File: config.mk
export PLATFORM = sky130hd
export DESIGN_NAME = if_id_stage_flat
export DESIGN_NICKNAME = d
export VERILOG_FILES = /design/src/rtl/if_id_stage_if.sv /design/src/rtl/if_id_stage.sv /design/src/flat_wrapper.sv
export SDC_FILE = /design/constraint.sdc
export NUM_CORES = 1
export LEC_CHECK = 0
export ABC_AREA = 1
export CAP_MARGIN = 20
export CORE_ASPECT_RATIO = 0.7
export CORE_MARGIN = 1
export CORE_UTILIZATION = 40
export DETAILED_ROUTE_END_ITERATION = 8
export GPL_ROUTABILITY_DRIVEN = 1
export PLACE_DENSITY = 0.7
export SLEW_MARGIN = 20
export SYNTH_ARGS = -nofsm -noshare
export SYNTH_HDL_FRONTEND = slang
export SYNTH_SLANG_ARGS = --single-unit
File: constraint.sdc
create_clock -name clk -period 7.35 [get_ports clk]
set_clock_uncertainty 0.05 [all_clocks]
set_input_delay 1.8375 -clock clk [delete_from_list [all_inputs] [get_ports clk]]
set_output_delay 1.8375 -clock clk [all_outputs]
set_load 0.01 [all_outputs]
File: src/rtl/if_id_stage_if.sv
// Instruction-memory fetch bus between the IF stage (master) and instruction memory (slave).
// The master holds imem_req and keeps imem_addr stable until the memory returns imem_ack.
interface if_id_stage_if;
    logic        imem_req;
    logic [31:0] imem_addr;
    logic        imem_ack;
    logic [31:0] imem_rdata;

    modport master (output imem_req, imem_addr, input imem_ack, imem_rdata);
    modport slave  (input imem_req, imem_addr, output imem_ack, imem_rdata);
endinterface

File: src/rtl/if_id_stage.sv
// Instruction fetch stage and IF/ID pipeline register.
// It holds the PC and fetches over a req/ack bus. A one-entry hold buffer absorbs a
// word that returns while decode is stalled. Redirects from branch/jump logic take
// priority over stall and ack.
// Build option: define BRANCH_DELAY_SLOT_EN to let the instruction in ID survive a
// redirect as a delay slot. When it is undefined, a redirect squashes that instruction.
//
// state   | meaning
// BOOT    | idle cycle after reset, no request
// FETCH   | request pending at pc, waiting for ack
// HOLD    | fetched word parked in hold buffer until decode frees up
// DISCARD | redirected while a request was pending; drop the stale word
module if_id_stage #(
    parameter logic [31:0] RESET_PC = 32'h0000_0000,
    parameter int unsigned PC_STEP  = 4
) (
    input  logic                 clk,
    input  logic                 rst,
    if_id_stage_if.master        imem,
    input  logic                 stall,
    input  logic                 redirect_en,
    input  logic [31:0]          redirect_pc,
    output logic                 id_valid,
    output logic [31:0]          id_instr,
    output logic [31:0]          id_pc_plus4,
    output logic [5:0]           id_opcode,
    output logic [4:0]           id_rs,
    output logic [4:0]           id_rt,
    output logic [4:0]           id_rd,
    output logic [4:0]           id_shamt,
    output logic [5:0]           id_funct,
    output logic [15:0]          id_imm16,
    output logic [25:0]          id_jtarget
);

    typedef enum logic [1:0] {BOOT, FETCH, HOLD, DISCARD} state_t;

    state_t      state, state_nxt;
    logic [31:0] pc, pc_nxt, pc_inc;
    logic        req_q;
    logic [31:0] addr_q;
    logic [31:0] hold_instr, hold_pc4;
    logic        load_fetch, load_hold, to_hold;

    assign pc_inc         = pc + PC_STEP;
    assign imem.imem_req  = req_q;
    assign imem.imem_addr = addr_q;

    // Next-state, next-PC and ID-load decisions; redirect overrides everything else.
    always_comb begin
        state_nxt  = state;
        pc_nxt     = pc;
        load_fetch = 1'b0;
        load_hold  = 1'b0;
        to_hold    = 1'b0;
        case (state)
            BOOT:    state_nxt = FETCH;
            FETCH: begin
                if (imem.imem_ack) begin
                    pc_nxt = pc_inc;
                    if (stall && id_valid) begin
                        to_hold   = 1'b1;
                        state_nxt = HOLD;
                    end else begin
                        load_fetch = 1'b1;
                    end
                end
            end
            HOLD: begin
                if (!stall) begin
                    load_hold = 1'b1;
                    state_nxt = FETCH;
                end
            end
            DISCARD: begin
                if (imem.imem_ack)
                    state_nxt = FETCH;
            end
            default: state_nxt = BOOT;
        endcase
        if (redirect_en) begin
            pc_nxt     = {redirect_pc[31:2], 2'b00};
            load_fetch = 1'b0;
            load_hold  = 1'b0;
            to_hold    = 1'b0;
            if (state == FETCH)
                state_nxt = imem.imem_ack ? FETCH : DISCARD;
            else if (state == HOLD)
                state_nxt = FETCH;
        end
    end

    // FSM state, PC, registered request/address, hold buffer and ID register.
    always_ff @(posedge clk or posedge rst) begin
        if (rst) begin
            state       <= BOOT;
            pc          <= RESET_PC;
            req_q       <= 1'b0;
            addr_q      <= RESET_PC;
            hold_instr  <= '0;
            hold_pc4    <= '0;
            id_valid    <= 1'b0;
            id_instr    <= '0;
            id_pc_plus4 <= '0;
        end else begin
            state <= state_nxt;
            pc    <= pc_nxt;
            req_q <= (state_nxt == FETCH) || (state_nxt == DISCARD);
            // A discarded request must keep its original address until acked.
            if (state_nxt != DISCARD)
                addr_q <= pc_nxt;

            if (to_hold) begin
                hold_instr <= imem.imem_rdata;
                hold_pc4   <= pc_inc;
            end else if (redirect_en) begin
                hold_instr <= '0;
                hold_pc4   <= '0;
            end

            if (load_fetch) begin
                id_valid    <= 1'b1;
                id_instr    <= imem.imem_rdata;
                id_pc_plus4 <= pc_inc;
            end else if (load_hold) begin
                id_valid    <= 1'b1;
                id_instr    <= hold_instr;
                id_pc_plus4 <= hold_pc4;
            end else if (redirect_en) begin
`ifdef BRANCH_DELAY_SLOT_EN
                id_valid <= id_valid;
`else
                id_valid <= 1'b0;
`endif
            end else if (!stall) begin
                id_valid <= 1'b0;
            end
        end
    end

    assign id_opcode  = id_instr[31:26];
    assign id_rs      = id_instr[25:21];
    assign id_rt      = id_instr[20:16];
    assign id_rd      = id_instr[15:11];
    assign id_shamt   = id_instr[10:6];
    assign id_funct   = id_instr[5:0];
    assign id_imm16   = id_instr[15:0];
    assign id_jtarget = id_instr[25:0];

endmodule

File: src/flat_wrapper.sv
// flat-port wrapper written by rule: the top's interface ports become plain ports
module if_id_stage_flat 
#(
    parameter logic [31:0] RESET_PC = 32'h0000_0000,
    parameter int unsigned PC_STEP  = 4
)
  (clk, rst, stall, redirect_en, redirect_pc, id_valid, id_instr, id_pc_plus4, id_opcode, id_rs, id_rt, id_rd, id_shamt, id_funct, id_imm16, id_jtarget, imem_imem_req, imem_imem_addr, imem_imem_ack, imem_imem_rdata);
  if_id_stage_if imem_i ();
  input  logic clk;
  input  logic rst;
  input  logic stall;
  input  logic redirect_en;
  input  logic [31:0] redirect_pc;
  output logic id_valid;
  output logic [31:0] id_instr;
  output logic [31:0] id_pc_plus4;
  output logic [5:0] id_opcode;
  output logic [4:0] id_rs;
  output logic [4:0] id_rt;
  output logic [4:0] id_rd;
  output logic [4:0] id_shamt;
  output logic [5:0] id_funct;
  output logic [15:0] id_imm16;
  output logic [25:0] id_jtarget;
  output wire logic [$bits(imem_i.imem_req)-1:0] imem_imem_req;
  output wire logic [$bits(imem_i.imem_addr)-1:0] imem_imem_addr;
  input wire logic [$bits(imem_i.imem_ack)-1:0] imem_imem_ack;
  input wire logic [$bits(imem_i.imem_rdata)-1:0] imem_imem_rdata;
  assign imem_imem_req = imem_i.imem_req;
  assign imem_imem_addr = imem_i.imem_addr;
  assign imem_i.imem_ack = imem_imem_ack;
  assign imem_i.imem_rdata = imem_imem_rdata;
  if_id_stage #(.RESET_PC(RESET_PC), .PC_STEP(PC_STEP)) u_core (.clk(clk), .rst(rst), .imem(imem_i), .stall(stall), .redirect_en(redirect_en), .redirect_pc(redirect_pc), .id_valid(id_valid), .id_instr(id_instr), .id_pc_plus4(id_pc_plus4), .id_opcode(id_opcode), .id_rs(id_rs), .id_rt(id_rt), .id_rd(id_rd), .id_shamt(id_shamt), .id_funct(id_funct), .id_imm16(id_imm16), .id_jtarget(id_jtarget));
endmodule
==> impl_metrics.json, run 1 <==
{
  "drtIter0Drc": 577,
  "drive_gt1_share_pct": 5.52,
  "synth_area_mm2": 0.00942,
  "timing.rr.end": "u_core.id_instr[17]",
  "pin_count": 241,
  "post_cts_buffers": 0,
  "die_area_mm2": 0.0242,
  "rsz0062_at_grt": "no",
  "synth_area_leader_cell": "dfrtp_1",
  "firstDrtPassIters": 6,
  "finalWeightedCongestion": 0.912,
  "cts_made_buffers": 17,
  "grt_pass1_wl_um": 40400,
  "setup_viol": 0,
  "synth-seq-area-share_pct": 52.1,
  "comb_power_share_pct": 26.7,
  "synth_nets": 1186,
  "vias": 7976,
  "critical_path_class": "in -> reg",
  "clock_sinks": 196,
  "wl_per_cell_um": 16.3,
  "peakVddDrop_mv": 0.176,
  "p_leak_nw": 5.50,
  "layout_setup_ws_ns": 2.43,
  "fmaxAchievable_ghz": 0.203,
  "cts_buffer_depth": 2,
  "setup_tns_ns": 0,
  "fin_area_mm2": 0.0121,
  "power_density_mw_per_mm2": 258,
  "wirelength_um": 25700,
  "crit_fanout": 55,
  "hp-class": "reg -> reg",
  "sw_frac_of_total_pct": 29.4,
  "clk_pin_slew_ns": 0.07,
  "clkPwrFrac_pct": 31.2,
  "track_usage_pct": 21.8,
  "cts_tree": "done",
  "ys_ff_latch": 196,
  "synthDistinctLibCells": 33,
  "ant_nets": 0,
  "core_area_mm2": 0.0228,
  "rr_worst_depth": 9,
  "finalCriticalPeriod_ns": 4.92,
  "status": "finished clean",
  "hold_violations": 0,
  "crit_end": "u_core.id_instr[17]",
  "crit_arrival_ns": 5.21,
  "relSlewSlack_pct": 28.8,
  "synth_most_common_cell": "nand2_1",
  "synth_area_leaders": "dfrtp_1, nand2_1, buf_4",
  "die_y_um": 130,
  "dp_hpwl_um": 17200,
  "antenna_found_initial": 0,
  "overflow": 0,
  "final.fill_count": 2114,
  "grt_pass1_vias": 7557,
  "async_flop_share_pct": 100,
  "crit_path_end_kind": "flip-flop",
  "cts-resized-gates": 0,
  "io_buffers": 238,
  "finalCritPeriodShare_pct": 66.9,
  "rows": 46,
  "htree_levels": 4,
  "r2r_start": "u_core.state[1]",
  "start_util_pct": 41.2,
  "hold_ws_ns": 0.430,
  "maxCapViolCount": 0,
  "dpl_cell_area_mm2": 0.0115,
  "place_inst": 1550,
  "p_seq_share_pct": 42.2,
  "antenna_cells": 0,
  "cts-root-buf": "clkbuf_16",
  "holdBufCountCts": 0,
  "drc": 0,
  "cp.required_ns": 7.64,
  "yosys-top-cells-count": "nand2_1, dfrtp_1, inv_1, buf_4, nor2_1",
  "fin_cells": 1581,
  "die_w_um": 185,
  "avgViaCountPerCell": 5.04,
  "dp_slack_ns": 2.03,
  "rrSetupSlack_ns": 3.84,
  "netlist_instances": 1116,
  "insertion_delay_ns": 0.43,
  "start_kind": "input pin",
  "finalNetCount": 1327,
  "yosysWarnings": 0,
  "p_sw_uw": 919,
  "synth_top_area_share_pct": 52.1,
  "synth_edf_count": 0,
  "avgSynthCellArea_um2": 8.44,
  "grt_max_degree": 151,
  "startpoint": "imem_imem_ack",
  "tightest_slew_ns": 1.07,
  "ys.flop_type": "dfrtp_1",
  "p_int_mw": 2.20,
  "synthToLayoutAreaGrowth_pct": 28.5,
  "report.final.slew_viol_count": 0
}
per-stage QoR:
step	utilization (%)	power [mW]
3_3_place_gp	50.2	2.15
6_report	53.0	3.12
2_1_floorplan	-	1.77
3_5_place_dp	50.3	2.17
4_1_cts	53.0	3.15
5_1_grt	53.0	3.27
sequential cells by signal, summed over array words and instances (netlist names):
| name | count |
|---|---|
| u_core.id_instr | 32 |
| u_core.id_valid | 1 |
| u_core.imem.imem_req | 1 |
| u_core.state | 2 |
| u_core.id_pc_plus4 | 32 |
| u_core.hold_pc4 | 32 |
| u_core.hold_instr | 32 |
| u_core.imem.imem_addr | 32 |
| u_core.pc | 32 |
cell type report:
| cell class | count | area, um2 | share of cell area [%] |
|---|---|---|---|
| flip-flops and latches | 196 | 4900 | 40.5 |
| multi-input cells | 654 | 3220 | 26.6 |
| repair buffers | 245 | 2440 | 20.1 |
| inverters | 143 | 549 | 4.54 |
| clock buffers | 20 | 457 | 3.77 |
| well taps | 312 | 390 | 3.23 |
| clock inverters | 11 | 150 | 1.24 |
critical path: stages:
cell             delay, ns
clkdlybuf4s50_1       0.47
nand3b_4              0.41
inv_2                 0.36
nand3_4               0.12
buf_4                 0.59
nand2_1               0.14
inv_2                 0.67
buf_4                 0.40
nand2_1               0.10
o221ai_1              0.08
routing by layer:
| layer | vias to the layer above | GRT usage, % | share of wire [%] |
|---|---|---|---|
| met2 | 297 | 32.6 | 43 |
| li1 | 3812 | - | - |
| met4 | 0 | 4.96 | 0.62 |
| met5 | - | 0 | 0 |
| met3 | 12 | 6.65 | 8.9 |
| met1 | 3855 | 31.0 | 47 |
placed cells by master, fill, tap and decap left out, drive strengths merged:
master,instances
nand2,341
clkdlybuf4s50,237
dfrtp,196
inv,144
nor2,68
o22ai,48
o21ai,42
o221ai,41
nand3,33
a21oi,30
clkbuf,20
o211ai,16
and2,9
buf,8
a31oi,6
xor2,6
clkinv,5
a22o,3
o21a,3
bufinv,3
a211oi,2
o2bb2ai,2
clkinvlp,2
nand3b,1
xnor2,1
nor3,1
ha,1
worst min path at each step:
stage                                   start                        end  slack (ns)  cells after the start
CTS                 u_core.imem.imem_addr[22]  u_core.imem.imem_addr[22]        0.43                      2
floorplan                 u_core.hold_pc4[14]        u_core.hold_pc4[14]        0.40                      2
detailed placement   u_core.imem.imem_addr[3]   u_core.imem.imem_addr[3]        0.42                      2
global placement        u_core.id_pc_plus4[8]      u_core.id_pc_plus4[8]        0.41                      2
finish              u_core.imem.imem_addr[22]  u_core.imem.imem_addr[22]        0.43                      2
global route        u_core.imem.imem_addr[25]  u_core.imem.imem_addr[25]        0.44                      2
cells by family after synthesis:
logic type	synth area share [%]
AOI/OAI and AO/OA	13.6
xor gates and xnor gates	0.651
adders and majority gates	0.133
buffers and inverters	13.9
DFF	52.1
and+or+nand+nor	19.7
power by group through the flow:
stage / Sequential, mW / Clock [mW] / Combinational, mW
finish: 1.32 / 0.972 / 0.832
global route: 1.33 / 1.04 / 0.903
CTS: 1.32 / 0.992 / 0.840
detailed placement: 1.33 / 0 / 0.836
global placement: 1.33 / 0 / 0.825
floorplan: 1.36 / 0 / 0.414
No activity file was read; power rests on OpenSTA's default activity.
==> inputs of run 2 (changes only) <==
Settings changed: PLACE_DENSITY 0.7 to 0.67.
Clock period 7.35 ns to 4.7 ns, I/O delays scaled along.
==> run 2 against run 1 <==
Die area unchanged. Critical path type unchanged. Largest power group unchanged. Routed wire length up 0.87%. Setup slack worse by 0.96 ns. First-iteration DRC count down 1.9%. Clock power up 47%. Critical endpoint is now u_core.id_pc_plus4[4]. Non-clock buffer count up 14. Count of clock-buffer cells in the layout up 3. Combinational power up 57%. Via count up 1.1%. Sequential power up 56%.
==> impl_metrics.json, run 2 (same netlist as run 1, synthesis figures left out) <==
{
  "power_density_mw_per_mm2": 393,
  "ant_nets": 0,
  "firstDrtPassIters": 7,
  "finalCritPeriodShare_pct": 68.8,
  "rows": 46,
  "clock_sinks": 196,
  "insertion_delay_ns": 0.44,
  "fin_cells": 1596,
  "die_y_um": 130,
  "cp.required_ns": 4.95,
  "cts-root-buf": "clkbuf_16",
  "cts_buffer_depth": 2,
  "finalNetCount": 1341,
  "hp-class": "reg -> reg",
  "fmaxAchievable_ghz": 0.309,
  "mostFrequentLayoutCell": "nand2_1",
  "relSlewSlack_pct": 50.4,
  "wl_per_cell_um": 16.3,
  "place_inst": 1564,
  "avgViaCountPerCell": 5.05,
  "finalCriticalPeriod_ns": 3.23,
  "tightest_slew_ns": 0.742,
  "grt_pass1_vias": 7500,
  "setup_viol": 0,
  "drive_gt1_share_pct": 6.46,
  "dpl_cell_area_mm2": 0.0117,
  "drc": 0,
  "grtUsageMet2_pct": 32.3,
  "rrSetupSlack_ns": 2.21,
  "setup_tns_ns": 0,
  "vias": 8065,
  "multi_input_area_mm2": 0.00322,
  "antenna_found_initial": 0,
  "use_met1_pct": 32.8,
  "overflow": 0,
  "die_area_mm2": 0.0242,
  "grt-busiest-layer": "met1",
  "use_met3_pct": 5.27,
  "htree_levels": 4,
  "cts_made_buffers": 17,
  "finalWeightedCongestion": 0.919,
  "layout_common_cells": "nand2_1, clkdlybuf4s50_1, dfrtp_1, inv_1, nor2_1",
  "cts-resized-gates": 0,
  "crit_path_end_kind": "flip-flop",
  "p_leak_nw": 5.57,
  "antenna_cells": 0,
  "core_area_mm2": 0.0228,
  "pin_count": 241,
  "dp_hpwl_um": 18000,
  "grt_pass1_wl_um": 40700,
  "start_util_pct": 41.2,
  "fin_area_mm2": 0.0122,
  "fin_util_pct": 53.5,
  "report.final.slew_viol_count": 0,
  "critical_path_class": "in -> reg",
  "crit_fanout": 54,
  "wirelength_um": 25900,
  "status": "finished clean",
  "rsz0062_at_grt": "no",
  "drtIter0Drc": 566,
  "post_cts_buffers": 0,
  "track_usage_pct": 22.0,
  "register_area_mm2": 0.00490,
  "crit_arrival_ns": 3.48,
  "final.fill_count": 2164,
  "die_w_um": 185,
  "io_buffers": 238,
  "peakVddDrop_mv": 0.267,
  "hold_violations": 0,
  "maxCapViolCount": 0,
  "holdBufCountCts": 0,
  "start_kind": "input pin",
  "clk_pin_slew_ns": 0.07,
  "cts_tree": "done",
  "grt_max_degree": 55,
  "synthToLayoutAreaGrowth_pct": 29.9
}
[run 2: per-stage QoR]
step           setup slack (ns)  power (mW)  hold slack [ns]
2_1_floorplan             0.943        2.77            0.403
3_3_place_gp               1.09        3.39            0.411
3_5_place_dp               1.05        3.41            0.413
4_1_cts                    1.50        4.85            0.434
5_1_grt                    1.32        5.04            0.451
6_report                   1.47        4.81            0.429
[run 2: layer usage]
metal,vias up,routed length [um]
met3,21,2040
li1,3851,-
met1,3887,12400
met5,-,0
met2,306,11200
met4,0,255
[run 2: worst paths after layout]
path                                            from                         to  depth (start not counted)
min                        u_core.imem.imem_addr[26]  u_core.imem.imem_addr[26]                          2
max reg2reg                          u_core.state[1]      u_core.id_pc_plus4[4]                          7
max                                    imem_imem_ack      u_core.id_pc_plus4[4]                          8
min reg2reg                u_core.imem.imem_addr[26]  u_core.imem.imem_addr[26]                          2
max in group asynchronous                        rst       u_core.hold_instr[2]                          4
min in group asynchronous                        rst        u_core.id_instr[27]                          2
[run 2: layout make-up]
class,instances,area share [%]
flip-flops and latches,196,40.1
multi-input cells,654,26.3
repair buffers,259,21.3
inverters,143,4.42
clock buffers,23,3.91
well taps,312,3.19
clock inverters,9,0.777
[run 2: critical path: stages]
cell and delay (ns):
clkdlybuf4s50_1 0.47, nand3b_4 0.26, inv_2 0.10, nand3_4 0.07, buf_4 0.55, inv_1 0.43, a211oi_1 0.34, a21oi_1 0.07
[run 2: report_power, final]
group / total (mW) / switching [mW] / internal [mW]
sequential: 2.06 / 0.178 / 1.88
combinational: 1.31 / 0.607 / 0.704
clock: 1.43 / 0.652 / 0.781
==> variant (flow settings as in run 2) <==
The option `BRANCH_DELAY_SLOT_EN` is turned on by a define.
--- a/src/rtl/if_id_stage.sv
+++ b/src/rtl/if_id_stage.sv
@@ -11,4 +11,6 @@
 // HOLD    | fetched word parked in hold buffer until decode frees up
 // DISCARD | redirected while a request was pending; drop the stale word
+`define BRANCH_DELAY_SLOT_EN
+
 module if_id_stage #(
     parameter logic [31:0] RESET_PC = 32'h0000_0000,
Behaviour: not the same (Yosys sat finds a counterexample within 4 cycles, from zero or initial values and one cycle with rst high).
==> variant against run 2 <==
Non-clock buffer count fell by 9; combinational power rose by 21%; synthesized area barely moved; maximum frequency fell by 2.0%; final area fell by 0.67%; sequential cell count did not move; hold slack got worse by 0.0062 ns; wire length fell by 1.3%; power rose by 8.7%; synthesized cell count fell by 0.27%; setup slack got worse by 0.064 ns; critical path type unchanged; highest routed layer unchanged.
==> variant: results (changes against run 2) <==
Timing
  • Slew @ Worst Pin: 0.9829 ns (was 0.7425 ns)
  • Hold_ws: 0.4224 ns (was 0.4287 ns)

Clocking
  • CTS Root Cell: clkbuf_16 (unchanged)
  • Number of post-CTS setup repair buffers: 0 (unchanged)

Place
  • Place WS: 0.9377 ns (was 1.048 ns)
  • Final GP Congestion: 0.8703 (was 0.9192)
  • Hpwl dp: 17,900 µm (was 17,960 µm)

Logic synthesis
  • Synth top area cells: dfrtp_1 52%, nand2_1 13%, buf_4 6.0%, inv_1 5.2%, o221ai_1 3.7% (was dfrtp_1 52%, nand2_1 13%, buf_4 6.0%, inv_1 5.4%, o221ai_1 3.8%)
  • Synth warn: 0 (unchanged)
  • Post-synth cell types: 40 (was 33)
  • Synthesized Nets: 1,183 (was 1,186)
  • Sequential element share of the synthesized area: 0.5202 (was 0.5206)
  • Commonest cells post-synth: 338 x nand2_1, 196 x dfrtp_1, 130 x inv_1, 75 x buf_4, 61 x nor2_1 (was 334 x nand2_1, 196 x dfrtp_1, 136 x inv_1, 75 x buf_4, 60 x nor2_1)

Worst setup path
  • Worst R2R Setup Slack: 2.24 ns (was 2.21 ns)
  • Crit path arrival time: 3.56 ns (was 3.48 ns)
  • CP max FO: 26 (was 54)
  • CP peak stage delay: 0.57 ns (was 0.55 ns)

Outcome
  • Outcome: finished clean (unchanged)

Global routing
  • Vias in the first global route: 7,645 (was 7,500)
  • GRT Total Usage: 0.2205 (was 0.2202)
  • First-pass GRT wire length: 40,920 µm (was 40,740 µm)
  • GR Util met1: 0.3150 (was 0.3278)
  • GRT met2 Usage: 0.3421 (was 0.3228)
  • Largest net degree at the start of global routing: 83 (was 55)
  • Grt met3 use: 0.04074 (was 0.05266)

Final layout
  • Fin cells: 1,584 (was 1,596)
  • Share of cells above drive strength 1: 0.05582 (was 0.06464)
  • Nets: 1,329 (was 1,341)
  • Number of fill cells: 2,128 (was 2,164)
  • Final Util: 0.5305 (was 0.5354)

Hold path
  • Hold path start: u_core.imem.imem_addr[3] (was u_core.imem.imem_addr[26])
  • Hold endpoint: u_core.imem.imem_addr[3] (was u_core.imem.imem_addr[26])

Detailed routing
  • Via count: 7,910 (was 8,065)
  • Routed WL: 25,610 µm (was 25,950 µm)

Power
  • Leak: 0.005495 µW (was 0.005574 µW)
  • Peak VDD IR: 0.2484 mV (was 0.2672 mV)
-- variant: per-layer routing --
layer | part of all wire | wire length [µm]
met1 | 0.49 | 12440
met2 | 0.44 | 11320
met3 | 0.057 | 1456
met4 | 0.015 | 391
met5 | 0 | 0
-- variant: power by group --
group	leakage [µW]	total [µW]	switching (µW)	internal, µW
registers	0.00251	2140	212	1930
clock network	0.000296	1500	731	770
logic	0.00269	1580	727	853
-- variant: logic make-up (layout without fill, tap and decap cells) --
| kind of cell | Yosys count | count (layout) | share of synthesized area |
|---|---|---|---|
| flip-flops | 196 | 196 | 0.5202 |
| XOR/XNOR | 10 | 10 | 0.01009 |
| AO/OA/AOI/OAI | 186 | 186 | 0.1301 |
| buffers and inverters | 259 | 418 | 0.1374 |
| adder cells (fa/ha/maj) | 1 | 1 | 0.001327 |
| AND/OR/NAND/NOR | 461 | 461 | 0.2009 |
-- variant: final cells by class --
cell class	count	area, µm²	share of cell area
Clock buffer	17	425.4	0.03501
Multi-Input combinational cell	658	3241	0.2667
Sequential cell	196	4905	0.4036
Inverter	136	516.7	0.04252
Tap cell	312	390.4	0.03213
Clock inverter	15	181.4	0.01493
Timing Repair Buffer	250	2492	0.2051
-- variant: how the worst max path moves through the flow --
stage,startpoint,endpoint,cells after the start
after floorplan,rst,u_core.hold_instr[0],1
after global routing,imem_imem_ack,u_core.hold_pc4[28],7
after detailed placement,imem_imem_ack,u_core.hold_pc4[26],7
final,imem_imem_ack,u_core.hold_pc4[30],7
after global placement,imem_imem_ack,u_core.hold_pc4[28],7
after CTS,imem_imem_ack,u_core.hold_pc4[30],7
-- variant: worst max-delay path: cells and delay by family --
kind / cells / cell delay, ns
buffers and inverters: 3 / 1.31
and+or+nand+nor: 3 / 0.74
AOI/OAI and AO/OA: 1 / 0.33
